--- src/rtl/multicycle_control_if.sv ---
// ---------------------------------------------------------------------------
// multicycle_control_if
//   Shared memory-port handshake between the multicycle sequencer and the
//   single memory shared by instruction fetch and data access.
//
//   Signals:
//     mem_req    sequencer -> memory  access request
//     mem_we     sequencer -> memory  1 = write, 0 = read
//     iord       sequencer -> memory  address source: 0 = PC, 1 = ALU result
//     mem_ready  memory -> sequencer  current access completes this cycle
//
//   Modports:
//     master  sequencer side (drives request, receives ready)
//     slave   memory side
// ---------------------------------------------------------------------------
interface multicycle_control_if;
    logic mem_req;
    logic mem_we;
    logic iord;
    logic mem_ready;

    modport master (output mem_req, output mem_we, output iord, input mem_ready);
    modport slave  (input mem_req, input mem_we, input iord, output mem_ready);
endinterface

--- src/rtl/multicycle_control.sv ---
// ---------------------------------------------------------------------------
// multicycle_control
//   Central sequencer for the 16-bit multicycle core. Steps one instruction
//   at a time through FETCH, DECODE, EXEC, MEM and WB, arbitrates the shared
//   memory port between fetch and data access, and traps into HALT or ERROR.
//
//   Parameters:
//     TIMEOUT      max cycles a request may wait for mem_ready (1..255)
//     HALT_OPCODE  opcode that stops sequencing
//
//   Ports:
//     clock, reset_n     rising-edge clock, asynchronous active-low reset
//     start              leave IDLE and begin fetching
//     opcode, zero       instruction[15:12] and ALU zero flag
//     mem                memory handshake (master modport)
//     ir_write, pc_write, pc_sel, alu_src, alu_op,
//     reg_dst, mem_to_reg, reg_write   datapath controls
//     halted, error      core is in HALT / ERROR
//     state              current state encoding, for debug
//
//   Optional feature (macro MULTICYCLE_PERF_EN):
//     adds cycle_count (cycles outside IDLE/HALT/ERROR) and instret
//     (retired instructions) performance counters.
// ---------------------------------------------------------------------------
module multicycle_control #(
    parameter int unsigned TIMEOUT     = 15,
    parameter logic [3:0]  HALT_OPCODE = 4'b1111
) (
    input  logic                 clock,
    input  logic                 reset_n,
    input  logic                 start,
    input  logic [3:0]           opcode,
    input  logic                 zero,
    multicycle_control_if.master mem,
    output logic                 ir_write,
    output logic                 pc_write,
    output logic [1:0]           pc_sel,
    output logic                 alu_src,
    output logic [1:0]           alu_op,
    output logic                 reg_dst,
    output logic                 mem_to_reg,
    output logic                 reg_write,
    output logic                 halted,
    output logic                 error,
    output logic [2:0]           state
`ifdef MULTICYCLE_PERF_EN
    ,
    output logic [31:0]          cycle_count,
    output logic [31:0]          instret
`endif
);

    typedef enum logic [2:0] {
        IDLE   = 3'd0,
        FETCH  = 3'd1,
        DECODE = 3'd2,
        EXEC   = 3'd3,
        MEM    = 3'd4,
        WB     = 3'd5,
        HALT   = 3'd6,
        ERROR  = 3'd7
    } stateT;

    localparam logic [3:0] OP_RTYPE = 4'b0000;
    localparam logic [3:0] OP_LW    = 4'b0001;
    localparam logic [3:0] OP_SW    = 4'b0010;
    localparam logic [3:0] OP_BEQ   = 4'b0011;
    localparam logic [3:0] OP_ADDI  = 4'b0100;
    localparam logic [3:0] OP_J     = 4'b0101;

    stateT       stateQ;
    stateT       nextState;
    logic [15:0] waitCount;
    logic [15:0] waitNext;
    logic        timedOut;

    // The current cycle is the TIMEOUT-th one spent waiting; a ready seen in
    // this same cycle still takes priority in the next-state logic below.
    assign waitNext = waitCount + 16'd1;
    assign timedOut = (32'(waitNext) >= TIMEOUT);
    assign state    = stateQ;

    // NOTE: sequential state is updated with non-blocking assignments so every
    // register samples the pre-edge values of the others.
    always_ff @(posedge clock or negedge reset_n) begin
        if (!reset_n) begin
            stateQ <= IDLE;
        end else begin
            stateQ <= nextState;
        end
    end

    // Wait counter restarts on every state change and only advances while
    // the memory port is being requested.
    always_ff @(posedge clock or negedge reset_n) begin
        if (!reset_n) begin
            waitCount <= '0;
        end else if (nextState != stateQ) begin
            waitCount <= '0;
        end else if (stateQ == FETCH || stateQ == MEM) begin
            waitCount <= waitNext;
        end
    end

    // NOTE: every output of this block gets a default before the case, so no
    // path leaves a signal unassigned and no latch is inferred.
    always_comb begin
        nextState    = stateQ;
        mem.mem_req  = 1'b0;
        mem.mem_we   = 1'b0;
        mem.iord     = 1'b0;
        ir_write     = 1'b0;
        pc_write     = 1'b0;
        pc_sel       = 2'b00;
        alu_src      = 1'b0;
        alu_op       = 2'b00;
        reg_dst      = 1'b0;
        mem_to_reg   = 1'b0;
        reg_write    = 1'b0;
        halted       = 1'b0;
        error        = 1'b0;

        case (stateQ)
            IDLE: begin
                if (start) nextState = FETCH;
            end
            FETCH: begin
                mem.mem_req = 1'b1;
                if (mem.mem_ready) begin
                    ir_write  = 1'b1;
                    pc_write  = 1'b1;
                    nextState = DECODE;
                end else if (timedOut) begin
                    nextState = ERROR;
                end
            end
            DECODE: begin
                // alu_op stays at add so the branch target is precomputed.
                if (opcode == HALT_OPCODE) begin
                    nextState = HALT;
                end else begin
                    case (opcode)
                        OP_RTYPE, OP_LW, OP_SW,
                        OP_BEQ, OP_ADDI, OP_J: nextState = EXEC;
                        default:               nextState = ERROR;
                    endcase
                end
            end
            EXEC: begin
                case (opcode)
                    OP_RTYPE: begin
                        alu_op    = 2'b10;
                        nextState = WB;
                    end
                    OP_LW, OP_SW: begin
                        alu_src   = 1'b1;
                        nextState = MEM;
                    end
                    OP_ADDI: begin
                        alu_src   = 1'b1;
                        nextState = WB;
                    end
                    OP_BEQ: begin
                        alu_op    = 2'b01;
                        pc_write  = zero;
                        pc_sel    = 2'b01;
                        nextState = FETCH;
                    end
                    OP_J: begin
                        pc_write  = 1'b1;
                        pc_sel    = 2'b10;
                        nextState = FETCH;
                    end
                    default: nextState = ERROR;
                endcase
            end
            MEM: begin
                mem.mem_req = 1'b1;
                mem.iord    = 1'b1;
                mem.mem_we  = (opcode == OP_SW);
                if (mem.mem_ready) begin
                    nextState = (opcode == OP_LW) ? WB : FETCH;
                end else if (timedOut) begin
                    nextState = ERROR;
                end
            end
            WB: begin
                reg_write  = 1'b1;
                reg_dst    = (opcode == OP_RTYPE);
                mem_to_reg = (opcode == OP_LW);
                nextState  = FETCH;
            end
            HALT:    halted = 1'b1;
            ERROR:   error  = 1'b1;
            default: nextState = ERROR;
        endcase
    end

`ifdef MULTICYCLE_PERF_EN
    always_ff @(posedge clock or negedge reset_n) begin
        if (!reset_n) begin
            cycle_count <= '0;
            instret     <= '0;
        end else begin
            if (stateQ != IDLE && stateQ != HALT && stateQ != ERROR) begin
                cycle_count <= cycle_count + 32'd1;
            end
            // An instruction retires when sequencing returns to FETCH.
            if (nextState == FETCH &&
                (stateQ == EXEC || stateQ == MEM || stateQ == WB)) begin
                instret <= instret + 32'd1;
            end
        end
    end
`endif

endmodule

--- src/flat_wrapper.sv ---
// flat-port wrapper written by rule: the top's interface ports become plain ports
module multicycle_control_flat 
#(
    parameter int unsigned TIMEOUT     = 15,
    parameter logic [3:0]  HALT_OPCODE = 4'b1111
)
  (clock, reset_n, start, opcode, zero, ir_write, pc_write, pc_sel, alu_src, alu_op, reg_dst, mem_to_reg, reg_write, halted, error, state, mem_mem_req, mem_mem_we, mem_iord, mem_mem_ready);
  multicycle_control_if mem_i ();
  input  logic clock;
  input  logic reset_n;
  input  logic start;
  input  logic [3:0] opcode;
  input  logic zero;
  output logic ir_write;
  output logic pc_write;
  output logic [1:0] pc_sel;
  output logic alu_src;
  output logic [1:0] alu_op;
  output logic reg_dst;
  output logic mem_to_reg;
  output logic reg_write;
  output logic halted;
  output logic error;
  output logic [2:0] state;
  output wire logic [$bits(mem_i.mem_req)-1:0] mem_mem_req;
  output wire logic [$bits(mem_i.mem_we)-1:0] mem_mem_we;
  output wire logic [$bits(mem_i.iord)-1:0] mem_iord;
  input wire logic [$bits(mem_i.mem_ready)-1:0] mem_mem_ready;
  assign mem_mem_req = mem_i.mem_req;
  assign mem_mem_we = mem_i.mem_we;
  assign mem_iord = mem_i.iord;
  assign mem_i.mem_ready = mem_mem_ready;
  multicycle_control #(.TIMEOUT(TIMEOUT), .HALT_OPCODE(HALT_OPCODE)) u_core (.clock(clock), .reset_n(reset_n), .start(start), .opcode(opcode), .zero(zero), .mem(mem_i), .ir_write(ir_write), .pc_write(pc_write), .pc_sel(pc_sel), .alu_src(alu_src), .alu_op(alu_op), .reg_dst(reg_dst), .mem_to_reg(mem_to_reg), .reg_write(reg_write), .halted(halted), .error(error), .state(state));
endmodule
--- config.mk ---
export PLATFORM = sky130hd
export DESIGN_NAME = multicycle_control_flat
export DESIGN_NICKNAME = d
export VERILOG_FILES = /design/src/rtl/multicycle_control_if.sv /design/src/rtl/multicycle_control.sv /design/src/flat_wrapper.sv
export SDC_FILE = /design/constraint.sdc
export NUM_CORES = 1
export LEC_CHECK = 0
export ABC_AREA = 1
export CAP_MARGIN = 20
export CORE_MARGIN = 2
export CORE_UTILIZATION = 48
export CTS_CLUSTER_DIAMETER = 150
export DETAILED_ROUTE_END_ITERATION = 8
export GPL_TIMING_DRIVEN = 0
export HOLD_SLACK_MARGIN = 0.03
export PLACE_DENSITY = 0.86
export SYNTH_ARGS = -nofsm -noshare
export SYNTH_HDL_FRONTEND = slang
export SYNTH_SLANG_ARGS = --single-unit
--- constraint.sdc ---
create_clock -name clock -period 1.8 [get_ports clock]
set_input_delay 0.27 -clock clock [delete_from_list [all_inputs] [get_ports clock]]
set_output_delay 0.27 -clock clock [all_outputs]
set_load 0.02 [all_outputs]
Word level (Yosys, flattened, before mapping)
Cells that the tools add are included.
{"block": "word_totals", "out_inout_bits": 18, "register_bits": 19, "in_bits": 9, "word_cells": 57}
{"block": "classes", "n_lt_le_gt_ge": 1, "addsub": 1, "muxes": 29, "n_reduce_logical": 10, "n_eq_ne": 14}
{"cell": "16-bit 2-to-1 mux", "count": 2}
{"cell": "3-bit 2-to-1 mux", "count": 7}
{"cell": "3-bit case mux with 6 select lines", "count": 1}
{"cell": "16-bit by 1-bit adder with 16-bit output (second input constant)", "count": 1}
{"cell": "16-bit by 4-bit >= comparator with 1-bit output (second input constant)", "count": 1}
{"cell": "3-bit equality test (second input constant)", "count": 4}
{"cell": "1-bit 2-to-1 mux", "count": 12}
{"cell": "3-bit case mux with 3 select lines", "count": 1}
{"cell": "4-bit by 2-bit equality test with 1-bit output (second input constant)", "count": 2}
{"cell": "4-bit by 3-bit equality test with 1-bit output (second input constant)", "count": 2}
{"cell": "2-bit case mux with 2 select lines", "count": 2}
{"cell": "2-bit OR reduction", "count": 4}
{"cell": "3-bit by 2-bit equality test with 1-bit output (second input constant)", "count": 2}
{"cell": "6-bit OR reduction", "count": 1}
{"cell": "4-bit by 1-bit equality test with 1-bit output (second input constant)", "count": 1}
{"cell": "4-bit equality test (second input constant)", "count": 1}
{"cell": "4-bit zero test", "count": 1}
{"cell": "2-bit 2-to-1 mux", "count": 2}
{"cell": "1-bit case mux with 2 select lines", "count": 2}
{"cell": "3-bit by 1-bit equality test with 1-bit output (second input constant)", "count": 1}
{"cell": "3-bit zero test", "count": 1}
{"cell": "3-bit != test", "count": 1}
{"cell": "3-bit OR reduction", "count": 1}
{"cell": "2-bit nonzero test", "count": 1}
{"cell": "1-bit logical OR", "count": 1}

Longest topological paths before layout
Gate-level depths: netlist of run 1.
{"block": "depth", "depth_word": 7, "mapped_depth": 17, "mapped_depth_nobuf": 16}

Least setup slack after synthesis of run 1
No wires, ideal clock.
{"block": "synth_timing", "path_type": "reg2out", "from": "register u_core.stateQ[1] (netlist: u_core.state[1])", "to": "output port pc_write", "setup_slack_ns": -0.240, "arrival_time_ns": 1.770, "n_path_buf": 0, "stages_incl_launch_ff": 6, "cell_sequence": "dfrtp_1 > inv_1 > nor3_1 > inv_1 > nor2_1 > a211o_1"}
{"block": "synth_between", "elab_chain_cells": 2}
{"element": "from (decl)", "line_no": "multicycle_control.sv:71", "source": "stateT stateQ;"}
{"element": "from (signal assigned)", "line_no": "multicycle_control.sv:89", "source": "stateQ <= nextState;"}
{"element": "3-bit by 2-bit equality test with 1-bit output or 3-bit by 1-bit equality test with 1-bit output (tied branches)", "line_no": "multicycle_control.sv:123", "source": "case (stateQ)"}
{"element": "1-bit case mux with 2 select lines (*)", "line_no": "multicycle_control.sv:123"}
{"element": "to (decl)", "line_no": "flat_wrapper.sv:15", "source": "output logic pc_write;"}
Mark *: on every way between the ends. The rest lies on a longest branch, timed or not.

Worst setup path after layout of run 1
{"block": "layout_timing", "from": "register u_core.waitCount[1]", "to": "register u_core.waitCount[15]"}
{"block": "layout_between", "elab_chain_cells": 7}
{"element": "from (decl)", "line_no": "multicycle_control.sv:73", "source": "logic [15:0] waitCount;"}
{"element": "from (signal assigned)", "line_no": "multicycle_control.sv:101", "source": "waitCount <= waitNext;"}
{"element": "16-bit by 1-bit adder with 16-bit output (*)", "line_no": "multicycle_control.sv:79", "source": "assign waitNext = waitCount + 16'd1;"}
{"element": "16-bit by 4-bit >= comparator with 1-bit output (*)", "line_no": "multicycle_control.sv:80", "source": "assign timedOut = (32'(waitNext) >= TIMEOUT);"}
{"element": "3-bit 2-to-1 mux (*)", "line_no": "multicycle_control.sv:133, multicycle_control.sv:183"}
{"element": "3-bit 2-to-1 mux, on equally long branches", "line_no": "multicycle_control.sv:181, multicycle_control.sv:129"}
{"element": "3-bit case mux with 6 select lines (*)", "line_no": "multicycle_control.sv:123"}
{"element": "named net u_core.nextState[1]", "line_no": "multicycle_control.sv:72", "source": "stateT nextState;"}
{"element": "3-bit != test (*)", "line_no": "multicycle_control.sv:98", "source": "end else if (nextState != stateQ) begin"}
{"element": "16-bit 2-to-1 mux or 2-bit nonzero test (tied branches)"}
Mark *: on every way through the listed nets, which the timed path passes. The rest lies on a longest branch. The select of a mux whose other input is x is not followed.
A chain may end at the register's enable or synchronous reset.

==> impl_metrics.toml, run 1 <==
[outcome]
status = "finished, violations left"
violations = "setup timing"

[synthesis]
yosysWarningCount = 0
async_flop_share_pct = 100.0
synth_area_per_cell_sq_um = 6.477
synth_nets = 271
yosysTopAreaCellShare_pct = 28.23
ys_seq_area_share_pct = 28.23
synth_common_cells = "nand2_1 (76), inv_1 (30), nor2_1 (29), nand3_1 (22), o21ai_0 (21)"
syn_area_sq_um = 1684
synth_top_cell_by_area = "dfrtp_1"
synthTopCellsByArea = "dfrtp_1 (28%), nand2_1 (17%), inv_1 (6.7%)"
synth.distinct_cells = 29
yosys_register_bits = 19
ys.flop_type = "dfrtp_1"
synthCells = 260
yosysMostFrequentCell = "nand2_1"
synth_edf_count = 0

[floorplanning]
ios = 27
die_height_microns = 63.24
die_area_sq_um = 3999
core_sq_um = 3363
initial_core_util_pct = 50.07
die_w_microns = 63.24
rows = 21

[finish]
nets = 324
areaGrowthSynthToFinish_pct = 42.27
nFillCells = 262
finalNonFillerCells = 358
antennaDiodeCount = 0
layout-drive-gt1-share_pct = 32.05

[clocking]
clockBufferDepth = 2
clk_latency_ps = 320
h-tree-depth = 1
cts_tree = "yes"
cts_buffers = 3
cts.clk_slew.worst_paths_ps = 120
cts_sinks = 19
root_buffer = "clkbuf_4"
hold_buffers = 0

[route]
firstDrtPassIters = 6
wirelength_microns = 5506
drt_iter0_drc = 153
post-route-drc-count = 0
num_vias = 1990
routedWlPerCell_microns = 15.38
viasPerCell = 5.559
detail-route-antenna-nets = 0

[place]
dp_slack_ps = -546.3
gp_congestion = 0.8373
dp.cells = 332
hpwl_microns = 3086
port_buffers = 26

[timing]
min_period_over_period_pct = 126.3
setup_slack_ps = -474.3
worst_slew_margin_rel_pct = 38.69
worst_pin_slew_ps = 916.7
fin_crit_ps = 2274
setup_viol = 24
rsz0062_at_grt = "true"
hold_violations = 0
final_max_slew_viol_count = 0
skew_ps = 13.50
timing.fmax_mhz = 439.7
whs_ps = 446.7

[worst_setup_path]
start_kind = "flip-flop"
rr_worst_depth = 16
cp_max_fo = 7
slowest_delay_ps = 440
r2r-start = "u_core.waitCount[1]"
path_buf_inv = 2
crit_path_cell_trace = "buf_6 > nand2_1 > nor2_4 > nand2_4 > nand2_1 > nand2_1 > nor2_2 > nand3_2 > nor2_4 > nand3_2 > nand2_2 > nand2_2 > nand2_2 > nand3_4 > buf_4 > nor3_2"
timing.rr.end = "u_core.waitCount[15]"
cp_slowest_cell = "dfrtp_1"
critPathKind = "reg2reg"
r2r_slack_ps = -470
path_delay_family = "simple AND/OR/NAND/NOR gates"
critPathArrivalTime_ps = 2500
end_kind = "flip-flop"
critPathRequiredTime_ps = 2030

[power_and_ir_drop]
peakVddDrop_mv = 1.668
total_leakage_power_uw = 0.001103
power.density_nw_per_um2 = 2078

[run]
maxCapViolations = 0

[grt]
antenna_found_initial = 0
first_global_vias = 1689
grt_overflow_total = 0
grt_max_degree = 20
track_usage_pct = 24.87
grt_pass1_wl_microns = 7935

[hold_path]
hp-class = "in2async"
final cells by class:
cell class / count / area (sq um) / area share (%)
well taps: 46 / 57.56 / 2.402
clock buffers: 4 / 26.28 / 1.097
repair buffers: 48 / 439.2 / 18.33
flip-flops and latches: 19 / 479.2 / 20.00
plain buffers: 6 / 73.82 / 3.081
inverters: 31 / 118.9 / 4.961
multi-input cells: 204 / 1201 / 50.13
metal layers:
| metal | up-vias | GRT usage (%) | share of wire [%] | routed length, microns |
|---|---|---|---|---|
| met5 | - | 0 | 0 | 0 |
| met4 | 0 | 8.152 | 4.1 | 225 |
| met3 | 24 | 4.464 | 6.2 | 343 |
| met2 | 91 | 40.69 | 49 | 2688 |
| met1 | 925 | 33.26 | 41 | 2249 |
| li1 | 950 | - | - | - |
state kept, by name (all words and copies together), names as in the netlist:
register and flops:
u_core.waitCount 16, u_core.state 3
placed cells by master, fill, tap and decap left out, drive strengths merged:
master / n
xor2: 1
a31oi: 1
a311oi: 2
nand2: 84
nand3: 24
nor3: 19
clkdlybuf4s15: 3
or2: 1
a211o: 1
clkbuf: 5
ha: 2
dlygate4sd2: 5
a21oi: 1
nor2: 36
dfrtp: 19
clkdlybuf4s50: 8
clkinv: 1
buf: 37
nand4: 7
inv: 30
a211oi: 1
nand3b: 2
o21ai: 22
power by group:
group	switching [uW]	leakage (uW)	internal, uW
combinational	2250	0.000836	1610
sequential	256	0.000252	627
clock	145	0.0000150	86.8
total	2660	0.00110	2320
per-stage QoR:
step	TNS (ps)	utilization, %	instance area, sq um	total power (uW)
after detailed placement	-11850	60.27	2027	3596
after global placement	-10680	60.27	2027	3541
after CTS	-5574	65.55	2205	4315
after global routing	-11120	71.24	2396	5330
after floorplan	-2620	-	1709	2909
final	-8112	71.24	2396	4979
repair_timing:
action / CTS / global route
setup endpoints to repair: 33 / 32
resized for setup: 87 / 34
pin swaps: 6 / 11
setup buffers: 8 / 14
worst reg2reg max path, stage by stage (launching register included):
cell     delay, ps
dfrtp_1        440
buf_6          140
nand2_1         80
nor2_4         190
nand2_4         80
nand2_1         80
nand2_1         60
nor2_2         100
nand3_2        100
nor2_4         160
nand3_2         90
nand2_2         80
nand2_2         70
nand2_2        110
nand3_4        130
buf_4          170
nor3_2         130
worst max path at each step:
stage	endpoint	from	cells past startpoint
2_1_floorplan	u_core.waitCount[1]	u_core.waitCount[1]	16
3_3_place_gp	pc_write	u_core.state[1]	6
3_5_place_dp	mem_mem_req	u_core.state[1]	7
4_1_cts	u_core.waitCount[8]	u_core.waitCount[1]	16
5_1_grt	u_core.waitCount[15]	u_core.waitCount[1]	16
6_report	u_core.waitCount[15]	u_core.waitCount[1]	16
cells by family (layout without fill, tap and decap cells):
kind of cell | count (synthesis) | count (layout) | share of synthesized area (%)
xor+xnor | 1 | 1 | 0.5202
flops | 19 | 19 | 28.23
buf+inv | 37 | 89 | 9.361
fa+ha+maj | 2 | 2 | 1.486
simple gates | 173 | 173 | 50.97
compound gates | 28 | 28 | 9.436
Power figures use the tool's default switching activity.
==> inputs of run 2 (changes only) <==
--- a/config.mk
+++ b/config.mk
@@ -13,5 +13,5 @@
 export DETAILED_ROUTE_END_ITERATION = 8
-export GPL_TIMING_DRIVEN = 0
 export HOLD_SLACK_MARGIN = 0.03
 export PLACE_DENSITY = 0.86
+export SETUP_SLACK_MARGIN = 0.4
 export SYNTH_ARGS = -nofsm -noshare
==> constraint.sdc (replaced) <==
create_clock -name clock -period 1.8 [get_ports clock]
set_input_delay 0.45 -clock clock [delete_from_list [all_inputs] [get_ports clock]]
set_output_delay 0.45 -clock clock [all_outputs]
set_load 0.02 [all_outputs]
==> impl_metrics.toml, run 2 (synthesized netlist as in run 1, its figures left out) <==
[power_and_ir_drop]
total_leakage_power_uw = 0.001492
power.density_nw_per_um2 = 2392
peakVddDrop_mv = 2.715

[worst_setup_path]
timing.rr.end = "u_core.waitCount[2]"
end_kind = "flip-flop"
start_kind = "flip-flop"
critPathArrivalTime_ps = 2950
cp_max_fo = 8
crit_path_cell_trace = "nand2_1 > nor2_4 > nand2_4 > nand2_1 > nand2_1 > nor2_2 > nand3_2 > nor2_4 > nand3_2 > nand2_2 > nand2_4 > nand2_4 > nand2_4 > buf_12 > nor3_4"
crit_top_cell = "nand2_4"
r2r_slack_ps = -870
cp_slowest_cell = "dfrtp_1"
rr_worst_depth = 15
slowest_delay_ps = 470
r2r-start = "u_core.waitCount[3]"
critPathRequiredTime_ps = 2080
critPathKind = "reg2reg"

[finish]
finalNonFillerCells = 416
largest_reg_flops = 16
final_common_cell = "buf_4"
layout-drive-gt1-share_pct = 51.62
fin_util_pct = 93.23
regMostFlops = "u_core.waitCount"
areaGrowthSynthToFinish_pct = 86.18
nets = 382
layout_common_cells = "buf_4 (64), nand2_1 (63), buf_6 (36), inv_1 (21), o21ai_0 (21)"
antennaDiodeCount = 0

[clocking]
cts_sinks = 19
cts_buffers = 3
cts.clk_slew.worst_paths_ps = 160
hold_buffers = 0
clockBufferDepth = 2
cts_tree = "yes"
clk_latency_ps = 350
root_buffer = "clkbuf_4"
h-tree-depth = 1

[floorplanning]
die_height_microns = 63.24
core_sq_um = 3363
initial_core_util_pct = 50.07
ios = 27
die_area_sq_um = 3999
rows = 21
die_w_microns = 63.24

[grt]
grt_max_degree = 20
track_usage_pct = 41.45
grt_pass1_wl_microns = 12940
first_global_vias = 2462
antenna_found_initial = 0
grt_overflow_total = 0

[route]
detail-route-antenna-nets = 0
routedWlPerCell_microns = 25.74
viasPerCell = 6.894
firstDrtPassIters = 7
wirelength_microns = 10710
drt_iter0_drc = 550
num_vias = 2868
post-route-drc-count = 0

[timing]
skew_ps = 29.46
hold_violations = 0
min_period_over_period_pct = 148.6
final_max_slew_viol_count = 0
timing.fmax_mhz = 373.9
fin_crit_ps = 2674
setup_slack_ps = -874.3
worst_pin_slew_ps = 481.0
setup_viol = 33
worst_slew_margin_rel_pct = 67.59
rsz0062_at_grt = "true"

[place]
gp_congestion = 0.9356
port_buffers = 26
dp.cells = 385
dp_slack_ps = -761.5
hpwl_microns = 4419

[outcome]
status = "finished, violations left"
violations = "setup timing"

[hold_path]
hp-class = "in2async"

[run]
maxCapViolations = 0
run 2: cell types whose count changed in the layout (fill, tap and decap cells not counted), moves of 5 or more:
cell	delta
buf_6	+22
nor3_2	-9
buf_4	+47
nor3_4	+11
nor2_1	-5
nor2_4	+9
inv_1	-5
run 2: timing repair:
| action | 4_1_cts | 5_1_grt |
|---|---|---|
| pin swaps | 14 | 21 |
| endpoints found under the setup margin | 37 | 37 |
| gates resized for setup | 149 | 42 |
| setup buffers | 11 | 14 |
| cloned | 0 | 2 |
run 2: worst max path at each step:
stage | startpoint | end | slack, ps | depth (start not counted)
after floorplan | u_core.waitCount[1] | u_core.waitCount[0] | -180 | 16
after global placement | opcode[1] | alu_src | -680 | 8
after detailed placement | opcode[0] | pc_write | -760 | 7
after CTS | u_core.waitCount[0] | u_core.waitCount[8] | -370 | 16
after global routing | u_core.waitCount[3] | u_core.waitCount[2] | -950 | 15
final | u_core.waitCount[3] | u_core.waitCount[2] | -870 | 15
run 2: worst max-delay path, delay by kind of cell (launching register included):
family | cells | cell delay, ps
buffers and inverters | 1 | 170
and+or+nand+nor | 14 | 1940
DFF | 1 | 470
run 2: final cells by class:
type | instances | area [sq um]
clock inverters | 1 | 5.005
fillers | 114 | 227.7
well taps | 46 | 57.56
clock buffers | 3 | 22.52
flip-flops and latches | 19 | 481.7
repair buffers | 112 | 1051
inverters | 31 | 128.9
multi-input cells | 204 | 1389
run 2: routing by layer:
layer	track usage, %	up-vias	routed length [microns]
li1	-	1072	-
met1	51.24	1279	3484
met2	69.95	379	4467
met3	7.143	138	1705
met4	19.84	0	1051
met5	0	-	0
run 2: metrics by stage:
| step | cell area (sq um) | TNS [ps] | power, uW | hold WS [ps] |
|---|---|---|---|---|
| finish | 3136 | -18740 | 7499 | 419.8 |
| global route | 3136 | -19650 | 7561 | 453.8 |
| CTS | 2809 | -6914 | 5483 | 470.4 |
| detailed placement | 2536 | -19700 | 4669 | 672.4 |
| global placement | 2536 | -16910 | 4493 | 651.3 |
| floorplan | 1805 | -2363 | 3055 | 154.4 |
run 2: power by group:
part	total [uW]	leakage [uW]	internal, uW	switching, uW
clock network	272	0.0000177	84.0	188
registers	939	0.000249	631	308
logic	6290	0.00123	2600	3690
total	7500	0.00149	3310	4190
==> inputs of run 3 (changes only) <==
SKIP_LAST_GASP = 1   (was unset)
==> impl_metrics.toml, run 3 (synthesized netlist as in run 1, its figures left out) <==
[clocking]
clk_latency_ps = 340
clockBufferDepth = 2
cts.clk_slew.worst_paths_ps = 150
h-tree-depth = 1
hold_buffers = 0
cts_tree = "yes"
root_buffer = "clkbuf_4"
cts_buffers = 3
cts_sinks = 19

[worst_setup_path]
start_kind = "flip-flop"
cp_max_fo = 7
end_kind = "flip-flop"
critPathRequiredTime_ps = 2030
critPathKind = "reg2reg"
critPathArrivalTime_ps = 3020

[outcome]
status = "finished, violations left"
violations = "DRC, setup timing"

[finish]
layout-drive-gt1-share_pct = 57.60
nets = 387
largest_reg_flops = 16
final_common_cell = "buf_4"
layout_common_cells = "buf_4 (68), nand2_1 (52), buf_6 (37), nand2_2 (23)"
areaGrowthSynthToFinish_pct = 91.68
antennaDiodeCount = 0
regMostFlops = "u_core.waitCount"

[timing]
skew_ps = 20.87
final_max_slew_viol_count = 0
rsz0062_at_grt = "true"
fin_crit_ps = 2786
hold_violations = 0
worst_pin_slew_ps = 539.4
min_period_over_period_pct = 154.8
worst_slew_margin_rel_pct = 64.04
setup_slack_ps = -986.3
setup_viol = 33
timing.fmax_mhz = 358.9
finalSetupTns_ps = -19440

[place]
dp_slack_ps = -761.5
port_buffers = 26
hpwl_microns = 4419
gp_congestion = 0.9356

[route]
detail-route-antenna-nets = 0
wirelength_microns = 11940
drt_iter0_drc = 701
num_vias = 2993
viasPerCell = 7.109
routedWlPerCell_microns = 28.36
post-route-drc-count = 85
firstDrtPassIters = 9

[power_and_ir_drop]
peakVddDrop_mv = 2.488
seq_power_share_pct = 12.5
total_leakage_power_uw = 0.001521
switching_share_pct = 56.04
finalPower_uw = 7720
comb_power_share_pct = 84.1
switchingPower_uw = 4327
clock_power_share_pct = 3.4
power.density_nw_per_um2 = 2392
internal-power_uw = 3394

[floorplanning]
initial_core_util_pct = 50.07
die_w_microns = 63.24
die_height_microns = 63.24
rows = 21
die_area_sq_um = 3999
core_sq_um = 3363
ios = 27

[grt]
grt_max_degree = 20
grt_pass1_wl_microns = 12830
antenna_found_initial = 0
first_global_vias = 2523
grt_overflow_total = 0
track_usage_pct = 41.76

[run]
maxCapViolations = 0

[hold_path]
hp-class = "in2async"
[run 3: cell count changes in the layout (fill, tap and decap cells not counted), sizes merged]
cell	delta
buf	+5
[run 3: what timing repair did]
action                                  in CTS  in global routing
resized for setup                          144                 69
gates cloned                                 0                  2
pin swaps                                   14                 29
endpoints found under the setup margin      37                 37
setup buffers                               11                 19
[run 3: cell type report]
type	count	area, sq um
Inverter	31	128.9
Clock inverter	1	5.005
Clock buffer	3	22.52
Multi-Input combinational cell	204	1439
Timing Repair Buffer	117	1092
Sequential cell	19	483.0
Fill cell	70	135.1
Tap cell	46	57.56
[run 3: stage by stage]
stage	hold WS [ps]	cell area (sq um)	instances	util [%]
after global routing	435.1	3228	421	95.98
final	441.8	3228	421	95.98
after CTS	470.4	2793	400	83.04
after global placement	651.3	2536	385	75.41
after floorplan	154.4	1805	260	-
after detailed placement	672.4	2536	385	75.41
[run 3: routing by layer]
metal / GRT usage [%] / vias to the layer above / share of wire (%)
li1: - / 1082 / -
met1: 48.25 / 1343 / 31
met2: 68.62 / 397 / 40
met3: 10.54 / 171 / 17
met4: 26.90 / 0 / 11
met5: 0 / - / 0
[run 3: worst max-delay path, cell delays in order, from the launching register on]
cell     delay [ps]
dfrtp_2         480
ha_4            210
nand2_4         100
nor2_4          210
nand2_1         120
nand2_1         100
nand2_1          90
nor2_2          130
nand2_2          90
nor2_4          160
nand3_2         110
nand2_2         110
nand2_2          80
nand2_2         110
nand3_4         150
buf_12          190
nor3_1          230
[run 3: path summary, 6_finish.rpt]
| kind | from | end | slack (ps) | depth (start not counted) |
|---|---|---|---|---|
| min in group clock | u_core.waitCount[10] | u_core.waitCount[10] | 850 | 3 |
| worst max register to register | u_core.waitCount[1] | u_core.waitCount[11] | -990 | 16 |
| worst min-delay path | reset_n | u_core.waitCount[0] | 440 | 2 |
| worst min register to register | u_core.waitCount[10] | u_core.waitCount[10] | 850 | 3 |
| worst max-delay path | u_core.waitCount[1] | u_core.waitCount[11] | -990 | 16 |
| max in group asynchronous | reset_n | u_core.waitCount[10] | 1120 | 2 |
[run 3: power by group through the flow]
| stage | clock network, uW | registers, uW | logic [uW] |
|---|---|---|---|
| finish | 259 | 966 | 6500 |
| floorplan | 0 | 888 | 2170 |
| detailed placement | 0 | 855 | 3810 |
| global placement | 0 | 845 | 3650 |
| global route | 288 | 947 | 6570 |
| CTS | 242 | 862 | 4360 |
==> patch (flow settings as in run 3) <==
`TIMEOUT` is set to 15 in 2 places; all go to 11.
--- a/src/rtl/multicycle_control.sv
+++ b/src/rtl/multicycle_control.sv
@@ -23,7 +23,7 @@
 //     (retired instructions) performance counters.
 // ---------------------------------------------------------------------------
 module multicycle_control #(
-    parameter int unsigned TIMEOUT     = 15,
+    parameter int unsigned TIMEOUT     = 11,
     parameter logic [3:0]  HALT_OPCODE = 4'b1111
 ) (
     input  logic                 clock,
--- a/src/flat_wrapper.sv
+++ b/src/flat_wrapper.sv
@@ -1,7 +1,7 @@
 // flat-port wrapper written by rule: the top's interface ports become plain ports
 module multicycle_control_flat 
 #(
-    parameter int unsigned TIMEOUT     = 15,
+    parameter int unsigned TIMEOUT     = 11,
     parameter logic [3:0]  HALT_OPCODE = 4'b1111
 )
   (clock, reset_n, start, opcode, zero, ir_write, pc_write, pc_sel, alu_src, alu_op, reg_dst, mem_to_reg, reg_write, halted, error, state, mem_mem_req, mem_mem_we, mem_iord, mem_mem_ready);
Formal check against the unedited RTL: no difference found for any inputs over 10 cycles, from zero or initial values and one cycle with reset_n low; that may be too few to reach the edited logic, so the function may still have changed.
==> patch against run 3 <==
  * The flow still finishes with violations (design-rule violations, negative setup slack)
  * Clock skew decreased by 0.014 ns
  * Sequential power decreased by 7.8%
  * Non-clock buffer count shrank 4
  * Sequential cell count unchanged
  * Synthesized area shrank 2.2%
  * Combinational power decreased by 13%
  * Power down 12%
  * Core utilization shrank 0.56 points
  * Design area down 2.1%
  * Critical path type unchanged
  * Global-route usage decreased by 3.2 points
  * Largest power group unchanged
  * Die area decreased by 2.0%
  * Setup slack gained 0.16 ns
  * Wire length down 10%
==> patch: results (changes against run 3) <==
Compound-Gate Fraction of Synth Area 9.87% (+0.44 points); worst vdd ir 1.16 mV (-53%); status finished, violations left; nets@finish 375 (-3.1%); layout cells sized above 1 59.0% (+1.4 points); final setup violation count 33 (unchanged); register area share after synthesis 28.9% (+0.62 points); Placement Cell Area 0.00245 mm2 (-3.5%); routed vias 2840 (-5.1%); final worst setup slack -0.826 ns (+0.160 ns); Data arrival, critical path 2.89 ns (-0.13 ns); Post-synth top cells 62 x nand2_1, 39 x nor2_1, 28 x inv_1; vias per cell 6.94 (-2.3%); biggest cell delay along the critical path 0.45 ns (-0.03 ns); placed wire-length estimate 3670 um (-17%); number of global-route vias before repair 2425 (-3.9%); Post-Synthesis Cells 250 (-3.8%); Synth area leaders dfrtp_1 29%, nand2_1 14%, nor2_4 9.6%; GRT Util Overall 38.6% (-3.2 points); aggregate routed wire length 10700 um (-10%); DRC errors left 60 (-29%); synth unique cells 28 (-3.4%); GPL Wtd Cong 0.859 (-8.2%); Worst Skew 0.00689 ns (-0.0140 ns); Pre-antenna DRT Iters 9 (unchanged); adder-cell share of the synthesized area 1.52% (+0.033 points); Leak 0.00142 uW (-6.6%); Setup TNS Final -17.81 ns (+1.63 ns); failing checks design-rule violations, negative setup slack; DR iter-0 viols 586 (-16%); Synth Net Count 261 (-3.7%); first-pass GRT wire length 11900 um (-7.5%); CP max stage cell dfrtp_1; Area growth, synth to finish 91.7% (about the same)
==> patch: final cells by class <==
class | count | area, um2
clock buffer | 3 | 22.5
clock inverter | 1 | 7.51
fill | 75 | 151
inverter | 30 | 129
multi-input combinational | 197 | 1390
sequential | 19 | 483
tap | 46 | 57.6
timing repair buffer | 113 | 1070
==> patch: path summary, 6_finish.rpt <==
check	startpoint	endpoint	slack [ns]	cells past startpoint
max	u_core.waitCount[1]	u_core.waitCount[15]	-0.83	14
min	reset_n	u_core.waitCount[1]	0.46	2
max reg2reg	u_core.waitCount[1]	u_core.waitCount[15]	-0.83	14
min reg2reg	u_core.waitCount[10]	u_core.waitCount[10]	0.75	2
max in group asynchronous	reset_n	u_core.state[2]	1.11	2
min in group clock	u_core.waitCount[10]	u_core.waitCount[10]	0.75	2
==> patch: layer usage <==
layer / routed length [um] / track usage [%] / up-vias
met2: 4320 / 67.3 / 381
met4: 1280 / 25.6 / 0
met5: 0 / 0 / -
met1: 3490 / 43.1 / 1241
met3: 1640 / 6.13 / 180
li1: - / - / 1038
==> patch: repair_timing <==
item                       4_1_cts  5_1_grt
setup endpoints to repair       37       37
setup buffers                   16       19
pin swaps                       21       36
gates cloned                     0        0
gates resized for setup        146       91
==> patch: worst register-to-register path, delay by kind of cell, from the launching register on <==
kind,cells,cell delay (ns)
simple gates,11,1.64
buf+inv,2,0.32
compound gates,1,0.14
flops,1,0.45
==> patch: cell families (layout without fill, tap and decap cells) <==
| logic type | count (synthesis) | count (layout) |
|---|---|---|
| adder cells (fa/ha/maj) | 2 | 2 |
| XOR/XNOR | 2 | 2 |
| flip-flops | 19 | 19 |
| AND/OR/NAND/NOR | 163 | 163 |
| buffers and inverters | 34 | 147 |
| AO/OA/AOI/OAI | 30 | 30 |
==> patch: stage by stage <==
stage,hold slack [ns],worst slack [ns],util (%)
2_1_floorplan,0.154,-0.243,-
3_3_place_gp,0.542,-0.717,73.9
4_1_cts,0.458,-0.450,81.9
3_5_place_dp,0.545,-0.822,73.9
5_1_grt,0.471,-0.924,95.4
6_report,0.456,-0.826,95.4
==> patch: where the power goes <==
part	switching (uW)	internal, uW	leakage, uW
Clock	178	85.6	0.0000139
Combinational	3240	2440	0.00116
Sequential	290	601	0.000248
